==> config.mk <==
export PLATFORM = sky130hd
export DESIGN_NAME = arbitro_ula_flat
export DESIGN_NICKNAME = d
export VERILOG_FILES = /design/src/rtl/arbitro_ula_if.sv /design/src/rtl/arbitro_ula.sv /design/src/flat_wrapper.sv
export SDC_FILE = /design/constraint.sdc
export NUM_CORES = 1
export LEC_CHECK = 0
export BUFFER_PORTS_ARGS = -buffer_cell sky130_fd_sc_hd__clkbuf_2
export CAP_MARGIN = 20
export CORE_AREA = 2 2 69 71
export CTS_BUF_LIST = sky130_fd_sc_hd__clkbuf_4
export DETAILED_ROUTE_END_ITERATION = 16
export DIE_AREA = 0 0 71 73
export PLACE_DENSITY = 0.67
export SLEW_MARGIN = 15
export SYNTH_ARGS = -nofsm -noshare
export SYNTH_HDL_FRONTEND = slang
export SYNTH_SLANG_ARGS = --single-unit
==> constraint.sdc <==
create_clock -name clock -period 2.9 [get_ports clock]
set_input_delay 0.145 -clock clock [delete_from_list [all_inputs] [get_ports clock]]
set_output_delay 0.145 -clock clock [all_outputs]
set_load 0.01 [all_outputs]
==> src/rtl/arbitro_ula_if.sv <==
// Bus bundle between the control side (two requesters plus response consumer)
// and the ALU arbiter. The arbiter takes the slave view, the environment the master view.
interface arbitro_ula_if #(
  parameter int DATA_W = 8,
  parameter int OP_W   = 3
);
  logic              req0_valid;
  logic              req0_ready;
  logic [DATA_W-1:0] req0_a;
  logic [DATA_W-1:0] req0_b;
  logic [OP_W-1:0]   req0_op;

  logic              req1_valid;
  logic              req1_ready;
  logic [DATA_W-1:0] req1_a;
  logic [DATA_W-1:0] req1_b;
  logic [OP_W-1:0]   req1_op;

  logic [DATA_W-1:0] ula_entrada1;
  logic [DATA_W-1:0] ula_entrada2;
  logic [OP_W-1:0]   ula_sinal;
  logic [DATA_W-1:0] ula_saida;
  logic              ula_zero;

  logic              resp_valid;
  logic              resp_ready;
  logic              resp_id;
  logic [DATA_W-1:0] resp_dado;
  logic              resp_zero;
  logic              resp_op_inv;

  modport slave (
    input  req0_valid, req0_a, req0_b, req0_op,
    output req0_ready,
    input  req1_valid, req1_a, req1_b, req1_op,
    output req1_ready,
    output ula_entrada1, ula_entrada2, ula_sinal,
    input  ula_saida, ula_zero,
    output resp_valid, resp_id, resp_dado, resp_zero, resp_op_inv,
    input  resp_ready
  );

  modport master (
    output req0_valid, req0_a, req0_b, req0_op,
    input  req0_ready,
    output req1_valid, req1_a, req1_b, req1_op,
    input  req1_ready,
    input  ula_entrada1, ula_entrada2, ula_sinal,
    output ula_saida, ula_zero,
    input  resp_valid, resp_id, resp_dado, resp_zero, resp_op_inv,
    output resp_ready
  );
endinterface

==> src/rtl/arbitro_ula.sv <==
// Two-requester arbiter in front of a single shared 8-bit ALU.
// One operation in flight: grant and register operands, let the ALU settle for
// one cycle, capture its result, then hold the tagged response until taken.
//
// state  | meaning
// OCIOSO | idle, grants a requester when any is valid
// EXEC   | registered operands drive the ALU, result captured at end of cycle
// RESP   | response held on resp_*, waits for resp_ready
module arbitro_ula #(
  parameter int DATA_W     = 8,
  parameter int OP_W       = 3,
  parameter int FIXED_PRIO = 0,
  parameter int MAX_WAIT   = 4
) (
  input logic           clock,
  input logic           reset,
  arbitro_ula_if.slave  bus
);

  typedef enum logic [1:0] {OCIOSO, EXEC, RESP} estado_t;

  localparam logic [3:0]      MAX_WAIT_C = 4'(MAX_WAIT);
  localparam logic [OP_W-1:0] OP_MAX_C   = OP_W'(4);

  estado_t           estado_q;
  logic              last_q, last_d;
  logic [3:0]        wait_q, wait_d;
  logic [DATA_W-1:0] ent1_q, ent2_q, dado_q;
  logic [OP_W-1:0]   sinal_q;
  logic              resp_valid_q, resp_id_q, resp_zero_q, resp_op_inv_q;

  logic              grant_any;
  logic              grant_sel;
  logic              can_grant;

  // Pick the winner among valid requesters and compute the arbitration history update.
  always_comb begin
    grant_any = bus.req0_valid | bus.req1_valid;
    grant_sel = 1'b0;
    last_d    = last_q;
    wait_d    = wait_q;
    if (bus.req0_valid && bus.req1_valid) begin
      if (FIXED_PRIO != 0) grant_sel = (wait_q >= MAX_WAIT_C);
      else                 grant_sel = ~last_q;
    end else begin
      grant_sel = bus.req1_valid;
    end
    if (grant_any) begin
      last_d = grant_sel;
      if (FIXED_PRIO != 0) begin
        if (grant_sel)                                 wait_d = 4'd0;
        else if (bus.req1_valid && wait_q != 4'hF)     wait_d = wait_q + 4'd1;
      end
    end
  end

  // Ready is only offered while idle and out of reset, to the winner alone.
  assign can_grant      = (estado_q == OCIOSO) && !reset && grant_any;
  assign bus.req0_ready = can_grant & ~grant_sel;
  assign bus.req1_ready = can_grant &  grant_sel;

  // Sequencer: grant/capture operands, capture ALU result, hold response.
  always_ff @(posedge clock) begin
    if (reset) begin
      estado_q      <= OCIOSO;
      last_q        <= 1'b1;
      wait_q        <= 4'd0;
      ent1_q        <= '0;
      ent2_q        <= '0;
      sinal_q       <= '0;
      dado_q        <= '0;
      resp_valid_q  <= 1'b0;
      resp_id_q     <= 1'b0;
      resp_zero_q   <= 1'b0;
      resp_op_inv_q <= 1'b0;
    end else begin
      case (estado_q)
        OCIOSO: begin
          if (grant_any) begin
            ent1_q    <= grant_sel ? bus.req1_a  : bus.req0_a;
            ent2_q    <= grant_sel ? bus.req1_b  : bus.req0_b;
            sinal_q   <= grant_sel ? bus.req1_op : bus.req0_op;
            resp_id_q <= grant_sel;
            last_q    <= last_d;
            wait_q    <= wait_d;
            estado_q  <= EXEC;
          end
        end
        EXEC: begin
          dado_q        <= bus.ula_saida;
          resp_zero_q   <= bus.ula_zero;
          resp_op_inv_q <= (sinal_q > OP_MAX_C);
          resp_valid_q  <= 1'b1;
          estado_q      <= RESP;
        end
        RESP: begin
          if (bus.resp_ready) begin
            resp_valid_q <= 1'b0;
            estado_q     <= OCIOSO;
          end
        end
        default: estado_q <= OCIOSO;
      endcase
    end
  end

  assign bus.ula_entrada1 = ent1_q;
  assign bus.ula_entrada2 = ent2_q;
  assign bus.ula_sinal    = sinal_q;
  assign bus.resp_valid   = resp_valid_q;
  assign bus.resp_id      = resp_id_q;
  assign bus.resp_dado    = dado_q;
  assign bus.resp_zero    = resp_zero_q;
  assign bus.resp_op_inv  = resp_op_inv_q;

endmodule
==> src/flat_wrapper.sv <==
// flat-port wrapper written by rule: the top's interface ports become plain ports
module arbitro_ula_flat 
#(
  parameter int DATA_W     = 8,
  parameter int OP_W       = 3,
  parameter int FIXED_PRIO = 0,
  parameter int MAX_WAIT   = 4
)
  (clock, reset, bus_req0_valid, bus_req0_a, bus_req0_b, bus_req0_op, bus_req0_ready, bus_req1_valid, bus_req1_a, bus_req1_b, bus_req1_op, bus_req1_ready, bus_ula_entrada1, bus_ula_entrada2, bus_ula_sinal, bus_ula_saida, bus_ula_zero, bus_resp_valid, bus_resp_id, bus_resp_dado, bus_resp_zero, bus_resp_op_inv, bus_resp_ready);
  arbitro_ula_if #(.DATA_W(DATA_W), .OP_W(OP_W)) bus_i ();
  input logic clock;
  input logic reset;
  input wire logic [$bits(bus_i.req0_valid)-1:0] bus_req0_valid;
  input wire logic [$bits(bus_i.req0_a)-1:0] bus_req0_a;
  input wire logic [$bits(bus_i.req0_b)-1:0] bus_req0_b;
  input wire logic [$bits(bus_i.req0_op)-1:0] bus_req0_op;
  output wire logic [$bits(bus_i.req0_ready)-1:0] bus_req0_ready;
  input wire logic [$bits(bus_i.req1_valid)-1:0] bus_req1_valid;
  input wire logic [$bits(bus_i.req1_a)-1:0] bus_req1_a;
  input wire logic [$bits(bus_i.req1_b)-1:0] bus_req1_b;
  input wire logic [$bits(bus_i.req1_op)-1:0] bus_req1_op;
  output wire logic [$bits(bus_i.req1_ready)-1:0] bus_req1_ready;
  output wire logic [$bits(bus_i.ula_entrada1)-1:0] bus_ula_entrada1;
  output wire logic [$bits(bus_i.ula_entrada2)-1:0] bus_ula_entrada2;
  output wire logic [$bits(bus_i.ula_sinal)-1:0] bus_ula_sinal;
  input wire logic [$bits(bus_i.ula_saida)-1:0] bus_ula_saida;
  input wire logic [$bits(bus_i.ula_zero)-1:0] bus_ula_zero;
  output wire logic [$bits(bus_i.resp_valid)-1:0] bus_resp_valid;
  output wire logic [$bits(bus_i.resp_id)-1:0] bus_resp_id;
  output wire logic [$bits(bus_i.resp_dado)-1:0] bus_resp_dado;
  output wire logic [$bits(bus_i.resp_zero)-1:0] bus_resp_zero;
  output wire logic [$bits(bus_i.resp_op_inv)-1:0] bus_resp_op_inv;
  input wire logic [$bits(bus_i.resp_ready)-1:0] bus_resp_ready;
  assign bus_i.req0_valid = bus_req0_valid;
  assign bus_i.req0_a = bus_req0_a;
  assign bus_i.req0_b = bus_req0_b;
  assign bus_i.req0_op = bus_req0_op;
  assign bus_req0_ready = bus_i.req0_ready;
  assign bus_i.req1_valid = bus_req1_valid;
  assign bus_i.req1_a = bus_req1_a;
  assign bus_i.req1_b = bus_req1_b;
  assign bus_i.req1_op = bus_req1_op;
  assign bus_req1_ready = bus_i.req1_ready;
  assign bus_ula_entrada1 = bus_i.ula_entrada1;
  assign bus_ula_entrada2 = bus_i.ula_entrada2;
  assign bus_ula_sinal = bus_i.ula_sinal;
  assign bus_i.ula_saida = bus_ula_saida;
  assign bus_i.ula_zero = bus_ula_zero;
  assign bus_resp_valid = bus_i.resp_valid;
  assign bus_resp_id = bus_i.resp_id;
  assign bus_resp_dado = bus_i.resp_dado;
  assign bus_resp_zero = bus_i.resp_zero;
  assign bus_resp_op_inv = bus_i.resp_op_inv;
  assign bus_i.resp_ready = bus_resp_ready;
  arbitro_ula #(.DATA_W(DATA_W), .OP_W(OP_W), .FIXED_PRIO(FIXED_PRIO), .MAX_WAIT(MAX_WAIT)) u_core (.clock(clock), .reset(reset), .bus(bus_i));
endmodule
After elaboration in Yosys (flattened, before gate mapping):

Cells that the tools add are included.

* $lt $le $gt $ge: 1
* equal/unequal tests: 4
* multiplexer cells: 9
* bitwise operators: 5
* reductions and logical operators: 9

Operators with widths (number)
* $mux 8: 2
* $pmux 2 s3: 1
* $reduce_and 2->1: 3
* $mux 2: 2
* $gt 3x3->1 const B: 1
* $logic_and 1x1->1: 3
* $mux 3: 1
* $and 1x1->1: 2
* $eq 2x1->1 const B: 1
* $eq 2x2->1 const B: 1
* $logic_not 2->1: 1
* $mux 1: 2
* $ne 2x1->1 const B: 1
* $ne 2x2->1 const B: 1
* $not 1->1: 2
* $pmux 1 s2: 1
* $reduce_bool 2->1: 1
* $logic_not 1->1: 1
* $or 1x1->1: 1

* bits in registers: 34
* bits of input ports: 52

Depth between registers and ports, before layout:

* depth after elaboration: 4
* mapped depth: 6

Least setup slack after synthesis:

No wires, ideal clock.

* path kind: reg2reg
* start point: reg u_core.estado_q[0]
* end point: reg u_core.resp_id_q (netlist: u_core.bus.resp_id)
* library setup time: 0.115 ns
* arrival time: 1.110 ns
* required time: 2.785 ns
* path slack: 1.674 ns
* stages on the path, launching flop included: 5
* period minus slack after synthesis: 1.226 ns
* cells stage by stage: dfxtp_1 -> nor2_1 -> clkbuf_1 -> a21boi_0 -> o21ba_2

* cells in the longest elaborated chain, start to end: 2

Ends and longest elaborated chain
* start: declaration: line arbitro_ula.sv:25 `estado_t estado_q;`
* start signal: assignment: line arbitro_ula.sv:65 `estado_q <= OCIOSO;`
* start signal: assignment: line arbitro_ula.sv:86 `estado_q <= EXEC;`
* start signal: assignment: line arbitro_ula.sv:94 `estado_q <= RESP;`
* $logic_not 2->1: line arbitro_ula.sv:77 `case (estado_q)`
* $reduce_and 2->1 (no source line)
* end signal: assignment: line arbitro_ula.sv:83 `resp_id_q <= grant_sel;`
* end: declaration: line arbitro_ula.sv:30 `logic resp_valid_q, resp_id_q, resp_zero_q, resp_op_inv_q;`

No other way between the ends.
A chain may end at the register's enable or synchronous reset.

Worst setup path after layout:

* start point: reg u_core.last_q
* end point: out bus_req0_ready

* cells in the longest elaborated chain, start to end: 4

Ends and longest elaborated chain
* start: declaration: line arbitro_ula.sv:26 `logic last_q, last_d;`
* start signal: assignment: line arbitro_ula.sv:84 `last_q <= last_d;`
* $not 1->1: line arbitro_ula.sv:44 `else grant_sel = ~last_q;`
* $mux 1: line arbitro_ula.sv:42 `if (bus.req0_valid && bus.req1_valid) begin`
* $not 1->1: line arbitro_ula.sv:59 `assign bus.req0_ready = can_grant & ~grant_sel;`
* $and 1x1->1: line arbitro_ula.sv:59
* end: declaration: line flat_wrapper.sv:17 `output wire logic [$bits(bus_i.req0_ready)-1:0] bus_req0_ready;`

No other way between the ends.

==> impl_results.md <==
- Largest stage delay, worst path: 0.69 ns
- DR iter-0 viols: 44
- Slew @ Worst Pin: 0.863 ns
- # DRC: 0
- Max_slew headroom: 42.1%
- Die X-Extent: 71 µm
- Die ar.: 0.00518 mm²
- Worst setup startpoint: u_core.last_q$_SDFFE_PP1P_
- Grt ovf: 0
- Critical-path cell list: a21boi_2 > nor3_1 > clkbuf_2
- Post-route antenna net violation count: 0
- WL final: 3880 µm
- RR Endpoint: u_core.bus.ula_entrada2[4]$_SDFFE_PP0P_
- Antenna violations before repair: 0
- H-tree Lvls: 2
- Layout cells sized above 1: 42.1%
- Synth Net Count: 230
- FMAX: 0.567 GHz
- Routed vias: 1514
- Levels on crit path: 3
- CP Class: reg2out
- # resized after CTS: 0
- Post-CTS Repair Setup Buffers: 0
- Total power: 1050 µW
- First-pass GRT wire length: 6250 µm
- Clk_lat worst skew: 0.33 ns
- Syn-to-layout area delta: 31.1%
- Library cells used by synthesis: 23
- Cell area after synthesis: 0.00149 mm²
- Status: finished clean
- Power Dens Cells: 537 mW/mm²
- Clock slew at reported path FFs: 0.10 ns
- Tmin final: 1.76 ns
- Pre-Repair DR Iteration Count: 5
- YS warnings: 0
- CTS Buf Count: 5
- CTS Hold Bufs: 0
- Mapped Cells: 178
- Largest net degree at the start of global routing: 37
- # diodes: 0
- Detailed Place HPWL: 2800 µm
- Final period utilization: 60.8%
- Rows: 25
- Crit start category: flip-flop
- FF-to-FF setup slack: 1.29 ns
- Max-cap violations: 0
- Sum Neg Setup Slack: 0 ns
- Clock Tree Root: clkbuf_4
- Max Fanout on Critical Path: 21
- Reg-to-reg startpoint: u_core.estado_q[0]$_SDFFE_PP0P_
- Critical Path RT: 2.76 ns
- Crit. End Element: output port
- Vias in the first global route: 1476
- Filler Cell Count: 468
- Flops & latches, synth: 34
- Clock skew: 0.0104 ns
- Avg WL per Cell: 12.7 µm
- I/O pin total: 85
- R2R depth: 4
- CTS tree: built
- Register area: 681 µm²
- Number of vias per cell: 4.95
- CP arrival: 1.62 ns
- Syn Area/Cell: 8.36 µm²
- Hold Violations, Final: 0
- Critical path buffers and inverters: 1
- Sequential area share after synthesis: 45.7%
- Multi-input logic area: 734 µm²
- Hold crit path type: in2reg
- RSZ-0062 raised after global routing: false
- Max-slew violation count: 0
- Critical Path Sink: bus_req0_ready
- Bufs on Longest Clock Path: 2
- Initial core utilization: 32.8%
- Worst vdd ir: 0.000161 V
- DIE HEIGHT: 73 µm
- GRT Total Usage: 15.4%
- Final net count: 305
- CTS sink count: 34
- Slowest CP cell: a21boi_2
- Top delay family on crit path: compound AO/OA/AOI/OAI gates
- Port Buffer Count: 84
- Core area: 0.00454 mm²
- Gp weighted congestion: 0.711
- Leak Pwr: 0.000896 µW
- Final setup viols: 0
## worst min-delay path, stage by stage
cell      delay [ns]
clkbuf_2        0.08
nand2_1         0.04
a21oi_1         0.05
## power breakdown
part	internal (µW)	switching [µW]
Sequential	516	29.5
Combinational	118	156
Clock	82.8	147
## sequential cells by signal (all words and copies together), names as in the netlist
signal / flops
u_core.bus.resp_id: 1
u_core.bus.resp_valid: 1
u_core.bus.resp_op_inv: 1
u_core.bus.ula_entrada2: 8
u_core.last_q: 1
u_core.bus.resp_zero: 1
u_core.bus.ula_entrada1: 8
u_core.bus.resp_dado: 8
u_core.estado_q: 2
u_core.bus.ula_sinal: 3
## final cells by class
class,count,share of cell area (%)
Clock buffer,5,1.92
Clock inverter,1,0.192
Tap cell,54,3.46
Multi-Input combinational cell,127,37.6
Sequential cell,34,34.9
Timing Repair Buffer,85,21.9
## cells in the final DEF (no fill, tap or decap), types with 2 or more instances in the layout
cell type and n:
nor3_1 3, dfxtp_1 34, a21oi_1 31, nand2_1 59, a311oi_2 10, clkbuf_2 84, a311oi_1 9, clkbuf_4 5
nor2b_1 2
## Yosys cell counts
library cell | n | area, µm²
a211o_1 | 1 | 8.76
a21bo_2 | 1 | 10.0
a21boi_0 | 1 | 7.51
a21boi_1 | 1 | 7.51
a21oi_1 | 31 | 155
a311oi_1 | 9 | 78.8
a311oi_2 | 10 | 150
and2_4 | 1 | 8.76
and3_1 | 1 | 6.26
buf_1 | 1 | 3.75
buf_6 | 2 | 22.5
clkbuf_1 | 13 | 48.8
clkbuf_2 | 1 | 5.00
dfxtp_1 | 34 | 681
nand2_1 | 59 | 221
nand2b_1 | 1 | 6.26
nor2_1 | 2 | 7.51
nor2b_1 | 2 | 12.5
nor3_1 | 3 | 15.0
o211ai_1 | 1 | 7.51
o21ba_2 | 1 | 10.0
or2_1 | 1 | 6.26
or3b_2 | 1 | 8.76
## routing by layer
| layer | share of wire, % | wire length [µm] | track usage (%) | vias to the layer above |
|---|---|---|---|---|
| li1 | - | - | - | 774 |
| met2 | 50 | 1950 | 27.5 | 50 |
| met1 | 42 | 1620 | 16.4 | 682 |
| met5 | 0 | 0 | 0 | - |
| met4 | 2.1 | 82 | 8.39 | 0 |
| met3 | 5.9 | 230 | 4.42 | 8 |
## cells by family (layout without fill, tap and decap cells)
group | count (synthesis) | after routing | share of synthesized area (%)
AOI/OAI and AO/OA | 56 | 56 | 29.2
buffers and inverters | 17 | 91 | 5.38
and+or+nand+nor | 71 | 71 | 19.7
DFF | 34 | 34 | 45.7
## through the flow
| step | util [%] | hold slack [ns] | setup WS, ns | std cells | instance area, µm² |
|---|---|---|---|---|---|
| floorplan | - | 0.281 | 1.67 | 178 | 1490 |
| global placement | 42.1 | 0.373 | 1.31 | 300 | 1910 |
| detailed placement | 42.1 | 0.375 | 1.27 | 300 | 1910 |
| CTS | 43.0 | 0.00766 | 1.07 | 306 | 1950 |
| global route | 43.0 | 0.0277 | 0.990 | 306 | 1950 |
| finish | 43.0 | 0.0288 | 1.14 | 306 | 1950 |
## worst min-delay path by stage
stage                           startpoint  slack [ns]                                   end  depth (start not counted)
after global routing      bus_ula_saida[6]        0.03  u_core.bus.resp_dado[6]$_SDFFE_PP0P_                          3
final                     bus_ula_saida[6]        0.03  u_core.bus.resp_dado[6]$_SDFFE_PP0P_                          3
after global placement    bus_ula_saida[4]        0.37  u_core.bus.resp_dado[4]$_SDFFE_PP0P_                          3
after detailed placement  bus_ula_saida[4]        0.37  u_core.bus.resp_dado[4]$_SDFFE_PP0P_                          3
after floorplan           bus_ula_saida[0]        0.28  u_core.bus.resp_dado[0]$_SDFFE_PP0P_                          2
after CTS                 bus_ula_saida[6]       0.008  u_core.bus.resp_dado[6]$_SDFFE_PP0P_                          3
No activity file was read; power rests on OpenSTA's default activity.
